`src/rtl/toe_pkg.sv`:
```
// Shared TOE definitions: protocol constants, parser word map, parser states and header record.
package toe_pkg;

  localparam int unsigned WORD_W = 32;
  localparam int unsigned IDX_W  = 4;

  localparam logic [15:0] ETH_TYPE_IPV4 = 16'h0800;
  localparam logic [7:0]  IP_PROTO_TCP  = 8'd6;
  localparam logic [47:0] MAC_BROADCAST = 48'hFFFF_FFFF_FFFF;
  localparam logic [3:0]  IP_VERSION    = 4'd4;
  localparam logic [3:0]  IP_IHL        = 4'd5;
  localparam logic [3:0]  TCP_DOFF_MIN  = 4'd5;

  // Word index within a frame; the counter parks at W_SAT past the header.
  localparam logic [IDX_W-1:0] W_ETH0  = 4'd0;
  localparam logic [IDX_W-1:0] W_ETH1  = 4'd1;
  localparam logic [IDX_W-1:0] W_ETH2  = 4'd2;
  localparam logic [IDX_W-1:0] W_ETH3  = 4'd3;
  localparam logic [IDX_W-1:0] W_IP4   = 4'd4;
  localparam logic [IDX_W-1:0] W_IP5   = 4'd5;
  localparam logic [IDX_W-1:0] W_IP6   = 4'd6;
  localparam logic [IDX_W-1:0] W_IP7   = 4'd7;
  localparam logic [IDX_W-1:0] W_IP8   = 4'd8;
  localparam logic [IDX_W-1:0] W_TCP9  = 4'd9;
  localparam logic [IDX_W-1:0] W_TCP10 = 4'd10;
  localparam logic [IDX_W-1:0] W_TCP11 = 4'd11;
  localparam logic [IDX_W-1:0] W_TCP12 = 4'd12;
  localparam logic [IDX_W-1:0] W_TCP13 = 4'd13;
  localparam logic [IDX_W-1:0] W_SAT   = 4'd14;

  typedef enum logic [1:0] {
    ST_IDLE,
    ST_HDR,
    ST_SKIP,
    ST_EMIT
  } parser_state_t;

  typedef struct packed {
    logic [47:0] mac_dst;
    logic [47:0] mac_src;
    logic [31:0] ip_src;
    logic [31:0] ip_dst;
    logic [15:0] src_port;
    logic [15:0] dst_port;
    logic [31:0] seq_num;
    logic [31:0] ack_num;
    logic [7:0]  tcp_flags;
    logic [15:0] window;
    logic [15:0] payload_len;
  } tcp_hdr_t;

endpackage

```
`src/rtl/parser_checks.sv`:
```
// Per-word header validation: flags a frame the TOE must not accept as the
// offending word arrives.
module parser_checks
  import toe_pkg::*;
#(
  parameter bit          FILTER_MAC = 1'b1,
  parameter logic [47:0] LOCAL_MAC  = 48'h02_00_00_00_00_01
) (
  input  logic [IDX_W-1:0]  idx,
  input  logic [WORD_W-1:0] data,
  input  logic [31:0]       mac_dst_hi,
  input  logic [15:0]       ip_len,
  output logic              err_c
);

  logic [3:0]  doff;
  logic [47:0] dst;
  logic [15:0] min_len;

  always_comb begin
    err_c   = 1'b0;
    doff    = data[15:12];
    dst     = {mac_dst_hi, data[31:16]};
    min_len = 16'd20 + {10'd0, doff, 2'b00};
    case (idx)
      W_ETH1:  err_c = FILTER_MAC && (dst != LOCAL_MAC) && (dst != MAC_BROADCAST);
      W_ETH3:  err_c = (data[31:16] != ETH_TYPE_IPV4) || (data[15:12] != IP_VERSION) ||
                       (data[11:8] != IP_IHL);
      W_IP5:   err_c = (data[7:0] != IP_PROTO_TCP);
      // Checked before payload_len is formed so the subtraction cannot underflow.
      W_TCP11: err_c = (doff < TCP_DOFF_MIN) || (ip_len < min_len);
      default: err_c = 1'b0;
    endcase
  end

endmodule

```
`src/rtl/packet_parser.sv`:
```
// RX header parser: extracts Ethernet/IPv4/TCP fields from a 32-bit word stream
// into one header record; malformed or filtered frames are dropped and counted.
module packet_parser
  import toe_pkg::*;
#(
  parameter bit          FILTER_MAC = 1'b1,
  parameter logic [47:0] LOCAL_MAC  = 48'h02_00_00_00_00_01,
  parameter int unsigned CNT_W      = 16
) (
  input  logic             clk,
  input  logic             reset,
  input  logic [31:0]      in_data,
  input  logic             in_valid,
  input  logic             in_sop,
  input  logic             in_eop,
  output logic             in_ready,
  output logic             hdr_valid,
  input  logic             hdr_ready,
  output logic [47:0]      mac_dst,
  output logic [47:0]      mac_src,
  output logic [31:0]      ip_src,
  output logic [31:0]      ip_dst,
  output logic [15:0]      src_port,
  output logic [15:0]      dst_port,
  output logic [31:0]      seq_num,
  output logic [31:0]      ack_num,
  output logic [7:0]       tcp_flags,
  output logic [15:0]      window,
  output logic [15:0]      payload_len,
  output logic [CNT_W-1:0] rx_count,
  output logic [CNT_W-1:0] drop_count
);

  parser_state_t    state, state_nxt;
  logic [IDX_W-1:0] wcnt, wcnt_nxt, cur_idx;
  tcp_hdr_t         hdr_q;
  logic [15:0]      ip_len_q;
  logic             acc, cap_en, rx_inc, chk_err_c;
  logic [1:0]       drop_inc;
  logic             in_ready_q, hdr_valid_q;

  parser_checks #(
    .FILTER_MAC (FILTER_MAC),
    .LOCAL_MAC  (LOCAL_MAC)
  ) u_checks (
    .idx        (cur_idx),
    .data       (in_data),
    .mac_dst_hi (hdr_q.mac_dst[47:16]),
    .ip_len     (ip_len_q),
    .err_c      (chk_err_c)
  );

  // Next-state, capture enable and counter increments.
  always_comb begin
    state_nxt = state;
    wcnt_nxt  = wcnt;
    drop_inc  = 2'd0;
    rx_inc    = 1'b0;
    cap_en    = 1'b0;
    acc       = in_valid && in_ready_q;
    cur_idx   = in_sop ? W_ETH0 : wcnt;
    case (state)
      ST_IDLE: begin
        if (acc && in_sop) begin
          cap_en = 1'b1;
          if (in_eop) drop_inc = 2'd1;
          else        state_nxt = ST_HDR;
        end
      end
      ST_HDR, ST_SKIP: begin
        if (acc) begin
          if (in_sop) begin
            // Abort the frame in flight; a runt restart is a second drop.
            cap_en = 1'b1;
            if (in_eop) begin
              drop_inc  = 2'd2;
              state_nxt = ST_IDLE;
            end else begin
              drop_inc  = 2'd1;
              state_nxt = ST_HDR;
            end
          end else if (state == ST_SKIP) begin
            if (in_eop) begin
              drop_inc  = 2'd1;
              state_nxt = ST_IDLE;
            end
          end else begin
            cap_en = 1'b1;
            if (in_eop) begin
              if (wcnt >= W_TCP13 && !chk_err_c) begin
                state_nxt = ST_EMIT;
              end else begin
                drop_inc  = 2'd1;
                state_nxt = ST_IDLE;
              end
            end else if (chk_err_c) begin
              state_nxt = ST_SKIP;
            end
          end
        end
      end
      ST_EMIT: begin
        if (hdr_ready) begin
          rx_inc    = 1'b1;
          state_nxt = ST_IDLE;
        end
      end
      default: state_nxt = ST_IDLE;
    endcase
    if (cap_en) wcnt_nxt = (cur_idx == W_SAT) ? W_SAT : cur_idx + 4'd1;
    if (state_nxt != ST_HDR) wcnt_nxt = '0;
  end

  always_ff @(posedge clk or posedge reset) begin
    if (reset) begin
      state       <= ST_IDLE;
      wcnt        <= '0;
      in_ready_q  <= 1'b1;
      hdr_valid_q <= 1'b0;
    end else begin
      state       <= state_nxt;
      wcnt        <= wcnt_nxt;
      in_ready_q  <= (state_nxt != ST_EMIT);
      hdr_valid_q <= (state_nxt == ST_EMIT);
    end
  end

  // Header field capture by word index; frozen while the record is offered.
  always_ff @(posedge clk or posedge reset) begin
    if (reset) begin
      hdr_q    <= '0;
      ip_len_q <= '0;
    end else if (cap_en) begin
      case (cur_idx)
        W_ETH0: hdr_q.mac_dst[47:16] <= in_data;
        W_ETH1: begin
          hdr_q.mac_dst[15:0]  <= in_data[31:16];
          hdr_q.mac_src[47:32] <= in_data[15:0];
        end
        W_ETH2: hdr_q.mac_src[31:0] <= in_data;
        W_IP4:  ip_len_q <= in_data[31:16];
        W_IP6:  hdr_q.ip_src[31:16] <= in_data[15:0];
        W_IP7: begin
          hdr_q.ip_src[15:0]  <= in_data[31:16];
          hdr_q.ip_dst[31:16] <= in_data[15:0];
        end
        W_IP8: begin
          hdr_q.ip_dst[15:0] <= in_data[31:16];
          hdr_q.src_port     <= in_data[15:0];
        end
        W_TCP9: begin
          hdr_q.dst_port       <= in_data[31:16];
          hdr_q.seq_num[31:16] <= in_data[15:0];
        end
        W_TCP10: begin
          hdr_q.seq_num[15:0]  <= in_data[31:16];
          hdr_q.ack_num[31:16] <= in_data[15:0];
        end
        W_TCP11: begin
          hdr_q.ack_num[15:0] <= in_data[31:16];
          hdr_q.tcp_flags     <= in_data[7:0];
          hdr_q.payload_len   <= ip_len_q - 16'd20 - {10'd0, in_data[15:12], 2'b00};
        end
        W_TCP12: hdr_q.window <= in_data[31:16];
        default: ;
      endcase
    end
  end

  always_ff @(posedge clk or posedge reset) begin
    if (reset) begin
      rx_count   <= '0;
      drop_count <= '0;
    end else begin
      rx_count   <= rx_count + CNT_W'(rx_inc);
      drop_count <= drop_count + CNT_W'(drop_inc);
    end
  end

  assign in_ready    = in_ready_q;
  assign hdr_valid   = hdr_valid_q;
  assign mac_dst     = hdr_q.mac_dst;
  assign mac_src     = hdr_q.mac_src;
  assign ip_src      = hdr_q.ip_src;
  assign ip_dst      = hdr_q.ip_dst;
  assign src_port    = hdr_q.src_port;
  assign dst_port    = hdr_q.dst_port;
  assign seq_num     = hdr_q.seq_num;
  assign ack_num     = hdr_q.ack_num;
  assign tcp_flags   = hdr_q.tcp_flags;
  assign window      = hdr_q.window;
  assign payload_len = hdr_q.payload_len;

endmodule

```
`config.mk`:
```
export PLATFORM = sky130hd
export DESIGN_NAME = packet_parser
export DESIGN_NICKNAME = d
export VERILOG_FILES = /design/src/rtl/toe_pkg.sv /design/src/rtl/parser_checks.sv /design/src/rtl/packet_parser.sv
export SDC_FILE = /design/constraint.sdc
export NUM_CORES = 1
export LEC_CHECK = 0
export ABC_AREA = 0
export CAP_MARGIN = 20
export CELL_PAD_IN_SITES_DETAIL_PLACEMENT = 0
export CELL_PAD_IN_SITES_GLOBAL_PLACEMENT = 2
export CORE_MARGIN = 1
export CORE_UTILIZATION = 30
export DETAILED_ROUTE_END_ITERATION = 6
export PLACE_DENSITY_LB_ADDON = 0.25
export SETUP_SLACK_MARGIN = 0.02
export SLEW_MARGIN = 20
export SYNTH_ARGS = -nofsm -noshare
export SYNTH_HDL_FRONTEND = slang
export SYNTH_SLANG_ARGS = --single-unit
```
`constraint.sdc`:
```
create_clock -name clk -period 11.6 [get_ports clk]
set_clock_uncertainty 0.15 [all_clocks]
set_input_delay 1.74 -clock clk [delete_from_list [all_inputs] [get_ports clk]]
set_output_delay 1.74 -clock clk [all_outputs]
set_load 0.02 [all_outputs]
```
# Word-level counts from Yosys, hierarchy flattened
# Index checks and enable logic that the tools add are counted.
dict set report classes {
  n_addsub 6
  magnitude_cmp 3
  n_eq_ne 25
  muxes 33
  reduce_logical 23
}
# op count
set op_table {}
lappend op_table {{$ne 48x42->1 const B} 1}
lappend op_table {{$ne 48x48->1 const B} 1}
lappend op_table {{$mux 2} 14}
lappend op_table {{$eq 4x4->1 const B} 6}
lappend op_table {{$reduce_and 2->1} 11}
lappend op_table {{$add 16x1->16} 1}
lappend op_table {{$add 16x2->16} 1}
lappend op_table {{$eq 4x3->1 const B} 4}
lappend op_table {{$lt 16x16->1} 1}
lappend op_table {{$mux 4} 4}
lappend op_table {{$ne 16x12->1 const B} 1}
lappend op_table {{$sub 16x5->16 const B} 1}
lappend op_table {{$sub 16x6->16} 1}
lappend op_table {{$mux 1} 11}
lappend op_table {{$eq 4x2->1 const B} 2}
lappend op_table {{$ne 4x3->1 const B} 2}
lappend op_table {{$ne 8x3->1 const B} 1}
lappend op_table {{$add 5x6->7 const A} 1}
lappend op_table {{$eq 2x2->1 const B} 3}
lappend op_table {{$pmux 2 s3} 1}
lappend op_table {{$add 4x1->4 const B} 1}
lappend op_table {{$eq 4x1->1 const B} 1}
lappend op_table {{$ge 4x4->1 const B} 1}
lappend op_table {{$logic_and 1x1->1} 4}
lappend op_table {{13 further kinds} 15}
dict set report totals {
  ff_bits 352
  inputBits 38
}

# Depth between registers and ports, before layout
# Gate-level depths: netlist of the first run.
dict set report logic_depth {
  word_depth 14
  ltp_mapped 19
  ltp_nobuf 17
}

# Hierarchy
# A second synthesis of the first run with hierarchy kept.
dict set report unflattened {
  cells_unflattened 1104
  hier_area_um2 14697.8
}
# module instances cells_per_inst area_per_inst_um2
set modules_own_cells {}
lappend modules_own_cells {packet_parser 1 1029 14217.4}
lappend modules_own_cells {parser_checks 1 75 480.5}

# Worst setup path after synthesis of the first run
# No wires, ideal clock.
dict set report synth_timing {
  path_kind {input to register}
  startpoint {input in_sop}
  endpoint {register drop_count[12]}
  setup_time_ns 0.129
  arrival_time_ns 4.897
  t_required_ns 11.321
  setup_slack_ns 6.424
  path_stages 19
  n_path_buf 2
  path_cell_list {buf_2 clkbuf_1 nand2b_1 inv_1 ha_1 and2_1 a32o_1 a31oi_4 a311oi_1 a21oi_1 nor3_1 ha_1 inv_1 fa_1 nor2_1 and3_1 nor2b_1 nand3_1 xnor2_1}
}
dict set report synth_between {
  elab_chain_cells 12
  word_cells_on_any_way 17
}
# item line_no
set synth_rtl {}
lappend synth_rtl {{start, declared} packet_parser.sv:14} ;# input logic in_sop,
lappend synth_rtl {{$mux 4} packet_parser.sv:61} ;# cur_idx = in_sop ? W_ETH0 : wcnt;
lappend synth_rtl {{$eq 4x4->1, or another cell as far along} parser_checks.sv:25} ;# case (idx)
lappend synth_rtl {{$pmux 1 s4} parser_checks.sv:25}
lappend synth_rtl {{$logic_not 1->1} packet_parser.sv:90} ;# if (wcnt >= W_TCP13 && !chk_err_c) begin
lappend synth_rtl {{$logic_and 1x1->1} packet_parser.sv:90}
lappend synth_rtl {{$mux 1} packet_parser.sv:90}
lappend synth_rtl {{$mux 1} packet_parser.sv:89} ;# if (in_eop) begin
lappend synth_rtl {{$mux 2} packet_parser.sv:82} ;# end else if (state == ST_SKIP) begin
lappend synth_rtl {{$mux 2} packet_parser.sv:72} ;# if (in_sop) begin
lappend synth_rtl {{$mux 2} packet_parser.sv:71} ;# if (acc) begin
lappend synth_rtl {{$pmux 2 s2 (*)} packet_parser.sv:62} ;# case (state)
lappend synth_rtl {{$add 16x2->16 (*)} packet_parser.sv:176} ;# drop_count <= drop_count + CNT_W'(drop_inc);
lappend synth_rtl {{end signal, assigned} packet_parser.sv:176}
lappend synth_rtl {{end, declared} packet_parser.sv:31} ;# output logic [CNT_W-1:0] drop_count
# Mark *: on every way between the ends. The rest lies on a longest branch, timed or not.
# A chain may end at the register's enable or synchronous reset.

# Worst setup path after layout of the first run
dict set report layout_timing {
  startpoint {input in_sop}
  endpoint {register drop_count[14]}
}
# Same word-level chain as after synthesis.

==> results.cfg, run 1 <==
[logic_synthesis]
ys_types = 57
yosys_warnings = 0
synth_top_cell_by_area = dfrtp_1
synth_top_area_share_pct = 60.5
synth_ff_type = dfrtp_1
ys_seq_area_share_pct = 60.6
synth_area_mm2 = 0.0145
syn_area_per_cell_um2 = 13.8
syn_inst = 1055
synth_edf_count = 0
synth-async-reset-ratio_pct = 100
syn_nets = 1123
ys_ff_latch = 352
synth_area_leaders = dfrtp_1 (60%), mux2_2 (21%), ha_1 (2.5%), xnor2_1 (1.6%), nand2_1 (1.5%)

[outcome]
status = finished clean

[clocking]
clockBufferDepth = 3
clock-sinks = 352
clkTransAtPathRegs_ns = 0.05
cts.htree.levels = 2
cts_tree = yes
cts_setup_buffers = 0
cts-buffers-inserted = 42
clkLatencyLatePin_ns = 0.56
root_buffer = clkbuf_16
cts_resized = 0
ctsHoldBuffers = 0

[critical_path]
worstSetupPathType = input pin to flip-flop
slowest_stage = clkdlybuf4s50_1
reg2regPathDepth = 15
worst_path_largest_cell_delay_ns = 0.73
cp-start-kind = input pin
endpoint = drop_count[14]$_DFF_PP0_
crit_required_ns = 11.88
arrival_ns = 6.00
critPathMaxFanout = 16
timing.rr.end = drop_count[14]$_DFF_PP0_
timing.rr.start = wcnt[3]$_DFFE_PP0P_
crit_family = simple AND/OR/NAND/NOR gates
cp-startpoint = in_sop
worst-path-stages = 18
crit_chain = clkdlybuf4s50_1, nand2b_1, inv_1, ha_1, and2_1, a32o_1, a31oi_4, a311oi_1, a21oi_1, nor3_1, ha_1, inv_1, fa_1, nor2_1, and3_1, nor2b_1, nand3_1, xnor2_1
reg2reg_slack_ns = 7.56
crit_buf_inv = 3
end_kind = flip-flop

[timing]
fmax_mhz = 175
fin_crit_sh_pct = 49.3
layout_setup_ws_ns = 5.89
finalHoldViolCount = 0
layout_min_cycle_time_ns = 5.71
maxSlewViolCount = 0
rsz0062_at_grt = false
worst_slew_pin_slew_ns = 1.07
slew_headroom_pct = 28.5
fin_setup_tns_ns = 0
setup_viol = 0

[power_and_ir_drop]
fin_total_pwr_mw = 3.59
switching_share_pct = 30.3
power_frac_clock_pct = 34.8
seqPwrFrac_pct = 41.7
pwr-share-comb_pct = 23.6
power.switching_mw = 1.09
p_leak_nw = 9.34
ir_drop_v = 0.000116
p_int_mw = 2.50
power.density_mw_per_mm2 = 177

[place]
numPortBuffers = 367
routabilityCongestion = 0.755
placed_cells = 1994
dpl.hpwl_um = 32600
preCtsSetupSlack_ns = 5.34
placed_cell_area_mm2 = 0.0189

[drt]
wl_met2_um = 21500
first_pass_iters = 4
via_count = 9824
post-route-drc-count = 0
wirelength_um = 46600
via_per_inst = 4.76
highest_layer = met4
final_antenna_net_count = 0
wl_met3_um = 3550
first_iter_violations = 418
drt-wirelength-per-cell_um = 22.6
wl_met1_um = 20200

[finish]
stdcell_count = 2064
synthToLayoutAreaGrowth_pct = 39.1
stdcell_area_mm2 = 0.0202
nets = 1491
drive_above_1_share_pct = 25.4

[global_route]
antenna_found_initial = 1
grt_pass1_vias = 10318
grt_util_all_layers_pct = 19.1
grt_max_degree = 155
globalRouteOverflowTotal = 0
grt_pass1_wl_um = 70100

[floorplanning]
dieArea_mm2 = 0.0493
initial_core_util_pct = 30.4
die_x_um = 222
coreArea_mm2 = 0.0477
die_h_um = 222
ioPinCount = 368
rows = 80

[job]
max_cap_violations = 0

[worst_hold_path]
hold_class = flip-flop to flip-flop
==> stage by stage <==
stage / util, % / hold slack [ns]
finish: 42.3 / 0.321
global placement: 39.6 / 0.311
global route: 42.3 / 0.335
detailed placement: 39.6 / 0.319
CTS: 42.3 / 0.329
floorplan: - / 0.325
==> worst min path at each step <==
| stage | start | endpoint | slack (ns) | cells after the start |
|---|---|---|---|---|
| floorplan | ip_len_q[0]$_DFFE_PP0P_ | payload_len[0]$_DFFE_PP0P_ | 0.32 | 1 |
| finish | drop_count[15]$_DFF_PP0_ | drop_count[15]$_DFF_PP0_ | 0.32 | 1 |
| global route | drop_count[15]$_DFF_PP0_ | drop_count[15]$_DFF_PP0_ | 0.33 | 1 |
| global placement | payload_len[9]$_DFFE_PP0P_ | payload_len[9]$_DFFE_PP0P_ | 0.31 | 2 |
| CTS | drop_count[15]$_DFF_PP0_ | drop_count[15]$_DFF_PP0_ | 0.33 | 1 |
| detailed placement | payload_len[7]$_DFFE_PP0P_ | payload_len[7]$_DFFE_PP0P_ | 0.32 | 2 |
==> cells by family (layout without fill, tap and decap cells) <==
logic type | Yosys count | count (layout) | share of synthesized area (%)
AOI/OAI and AO/OA | 77 | 77 | 3.40
xor gates and xnor gates | 42 | 42 | 2.53
adders and majority gates | 30 | 30 | 2.64
buffers and inverters | 91 | 483 | 2.45
DFF | 352 | 352 | 60.6
muxes | 278 | 278 | 21.5
other | 0 | 2 | 0
and+or+nand+nor | 185 | 185 | 6.79
==> sequential cells by signal (all words and copies together) (netlist names), 4 cells and up <==
register	flops
mac_dst	48
mac_src	48
ack_num	32
ip_dst	32
ip_src	32
seq_num	32
drop_count	16
dst_port	16
ip_len_q	16
payload_len	16
rx_count	16
src_port	16
window	16
tcp_flags	8
wcnt	4
==> layout make-up <==
cell class                      count  area (um^2)
Inverter                           30          116
Timing Repair Buffer              385         3820
Antenna cell                        2         5.00
Clock inverter                      8         68.8
Tap cell                          615          769
Sequential cell                   352         8810
Clock buffer                       60         1210
Fill cell                        4508        27500
Multi-Input combinational cell    612         5400
==> power groups by stage <==
stage	combinational, mW	sequential [mW]	clock [mW]
2_1_floorplan	0.254	1.65	0
3_3_place_gp	0.855	1.51	0
3_5_place_dp	0.855	1.52	0
4_1_cts	0.859	1.50	1.29
5_1_grt	0.899	1.52	1.34
6_report	0.845	1.49	1.25
==> metal layers <==
layer / vias up / track usage, %
met1: 5009 / 24.4
met5: - / 0
li1: 4466 / -
met2: 278 / 29.9
met3: 71 / 6.27
met4: 0 / 7.35
==> synthesized netlist by cell type, drive strengths merged (4+ instances only) <==
cell type	number
nor2b	8
nand4	22
o21ai	43
ha	29
and2	4
inv	30
xnor2	26
dfrtp	351
xor2	16
buf	15
nand2b	5
mux2	277
nand3	26
nand2	59
nor2	14
a21oi	10
and3	6
clkbuf	46
nor3	7
nor4	18
==> cell usage in the layout, fill, tap and decap left out, drive strengths merged, types with 14 or more instances in the layout <==
| cell type | Yosys | layout |
|---|---|---|
| nor2 | 14 | 14 |
| inv | 30 | 30 |
| clkdlybuf4s50 | 0 | 367 |
| nand2 | 59 | 59 |
| nand4 | 22 | 22 |
| dfrtp | 351 | 351 |
| xnor2 | 26 | 26 |
| buf | 15 | 18 |
| nand3 | 26 | 26 |
| ha | 29 | 29 |
| clkbuf | 46 | 60 |
| mux2 | 277 | 277 |
| o21ai | 43 | 43 |
| nor4 | 18 | 18 |
| xor2 | 16 | 16 |
(Power assumes the default switching activity.)
==> run 2, diff against run 1 <==
Settings changed: CORE_UTILIZATION 30 to 33.
Clock period 11.6 ns to 5.44 ns, I/O delays scaled along.
==> results.cfg, run 2 (synthesis gave the netlist of run 1 again) <==
[outcome]
status = finished clean

[clocking]
ctsHoldBuffers = 0
cts_setup_buffers = 0
clock-sinks = 352
cts_tree = yes
clkLatencyLatePin_ns = 0.57
cts-buffers-inserted = 41
root_buffer = clkbuf_16
clockBufferDepth = 3
cts_resized = 0
cts.htree.levels = 2
clkTransAtPathRegs_ns = 0.05

[global_route]
grt_pass1_wl_um = 67500
grt_util_all_layers_pct = 20.5
grt_max_degree = 163
antenna_found_initial = 2
grt_pass1_vias = 10330
globalRouteOverflowTotal = 0

[worst_hold_path]
hold_class = flip-flop to flip-flop
hp-start = drop_count[15]$_DFF_PP0_

[finish]
synthToLayoutAreaGrowth_pct = 40.5
final_cell_mix = clkdlybuf4s50_1 (367), dfrtp_1 (351), mux2_2 (273)
reg_top3 = mac_dst x48, mac_src x48
num_antenna_cells = 0
nets = 1510
drive_above_1_share_pct = 26.4
final_common_cell = clkdlybuf4s50_1

[timing]
finalHoldViolCount = 0
setup_viol = 0
rsz0062_at_grt = false
layout_min_cycle_time_ns = 4.32
fmax_mhz = 231
maxSlewViolCount = 0
worst_slew_pin_slew_ns = 0.972
fin_crit_sh_pct = 79.5
fin_setup_tns_ns = 0
slew_headroom_pct = 35.2

[drt]
post-route-drc-count = 0
first_pass_iters = 4
final_antenna_net_count = 0
via_per_inst = 4.83
drt-wirelength-per-cell_um = 22.2
wirelength_um = 45500
via_count = 9927
first_iter_violations = 443

[critical_path]
crit_chain = clkdlybuf4s50_1, nand2b_1, inv_1, ha_1, and2_1, a32o_1, a31oi_4, a311oi_1, a21oi_1, nor3_1, ha_1, inv_1, fa_1, nor2_1, and3_1, nor2b_1, nand3_1, xnor2_1
arrival_ns = 4.60
worst_path_largest_cell_delay_ns = 0.45
cp-startpoint = in_sop
crit_family = simple AND/OR/NAND/NOR gates
crit_buf_inv = 3
critPathMaxFanout = 6
end_kind = flip-flop
crit_required_ns = 5.72
timing.rr.start = wcnt[2]$_DFFE_PP0P_
worstSetupPathType = input pin to flip-flop
slowest_stage = clkdlybuf4s50_1
cp-start-kind = input pin

[power_and_ir_drop]
ir_drop_v = 0.000258
fin_total_pwr_mw = 7.76
power.density_mw_per_mm2 = 380
p_leak_nw = 9.47

[floorplanning]
dieArea_mm2 = 0.0449
rows = 76
ioPinCount = 368
die_x_um = 212
initial_core_util_pct = 33.6
die_h_um = 212
coreArea_mm2 = 0.0433

[place]
numPortBuffers = 367
dpl.hpwl_um = 32400
routabilityCongestion = 0.765

[job]
max_cap_violations = 0
-- run 2: metrics by stage --
step | hold WS, ns | utilization [%] | cells | worst slack (ns) | cell area (um^2)
6_report | 0.315 | 47.2 | 2056 | 1.12 | 20400
5_1_grt | 0.343 | 47.2 | 2056 | 0.863 | 20400
4_1_cts | 0.324 | 47.2 | 2056 | 1.13 | 20400
3_5_place_dp | 0.315 | 44.0 | 1984 | 0.540 | 19100
3_3_place_gp | 0.311 | 44.0 | 1984 | 0.642 | 19100
2_1_floorplan | 0.325 | - | 1055 | -0.240 | 14500
-- run 2: area by class of cell --
cell class	instances	area [um^2]
Clock buffer	62	1200
Inverter	30	116
Fill cell	3958	22900
Tap cell	585	732
Multi-Input combinational cell	612	5400
Timing Repair Buffer	405	4000
Clock inverter	10	154
Sequential cell	352	8810
-- run 2: metal layers --
| metal | track usage, % | part of all wire, % | vias up |
|---|---|---|---|
| met5 | 0 | 0.055 | - |
| met4 | 7.17 | 2.6 | 4 |
| met3 | 6.19 | 6.8 | 71 |
| met2 | 33.0 | 48 | 251 |
| met1 | 26.0 | 43 | 5090 |
| li1 | - | - | 4511 |
-- run 2: path summary, 6_finish.rpt --
kind | end | slack (ns) | depth (start not counted)
worst max register to register | drop_count[14]$_DFF_PP0_ | 1.44 | 13
worst max-delay path | drop_count[14]$_DFF_PP0_ | 1.12 | 18
worst min register to register | drop_count[15]$_DFF_PP0_ | 0.32 | 1
min in group asynchronous | seq_num[30]$_DFFE_PP0P_ | 0.56 | 2
max in group asynchronous | seq_num[9]$_DFFE_PP0P_ | 3.23 | 3
worst min-delay path | drop_count[15]$_DFF_PP0_ | 0.32 | 1
-- run 2: power breakdown --
part,total (mW),switching (mW),internal (mW)
clock network,2.76,1.10,1.66
registers,3.19,0.271,2.92
logic,1.80,0.962,0.838
total,7.76,2.33,5.42
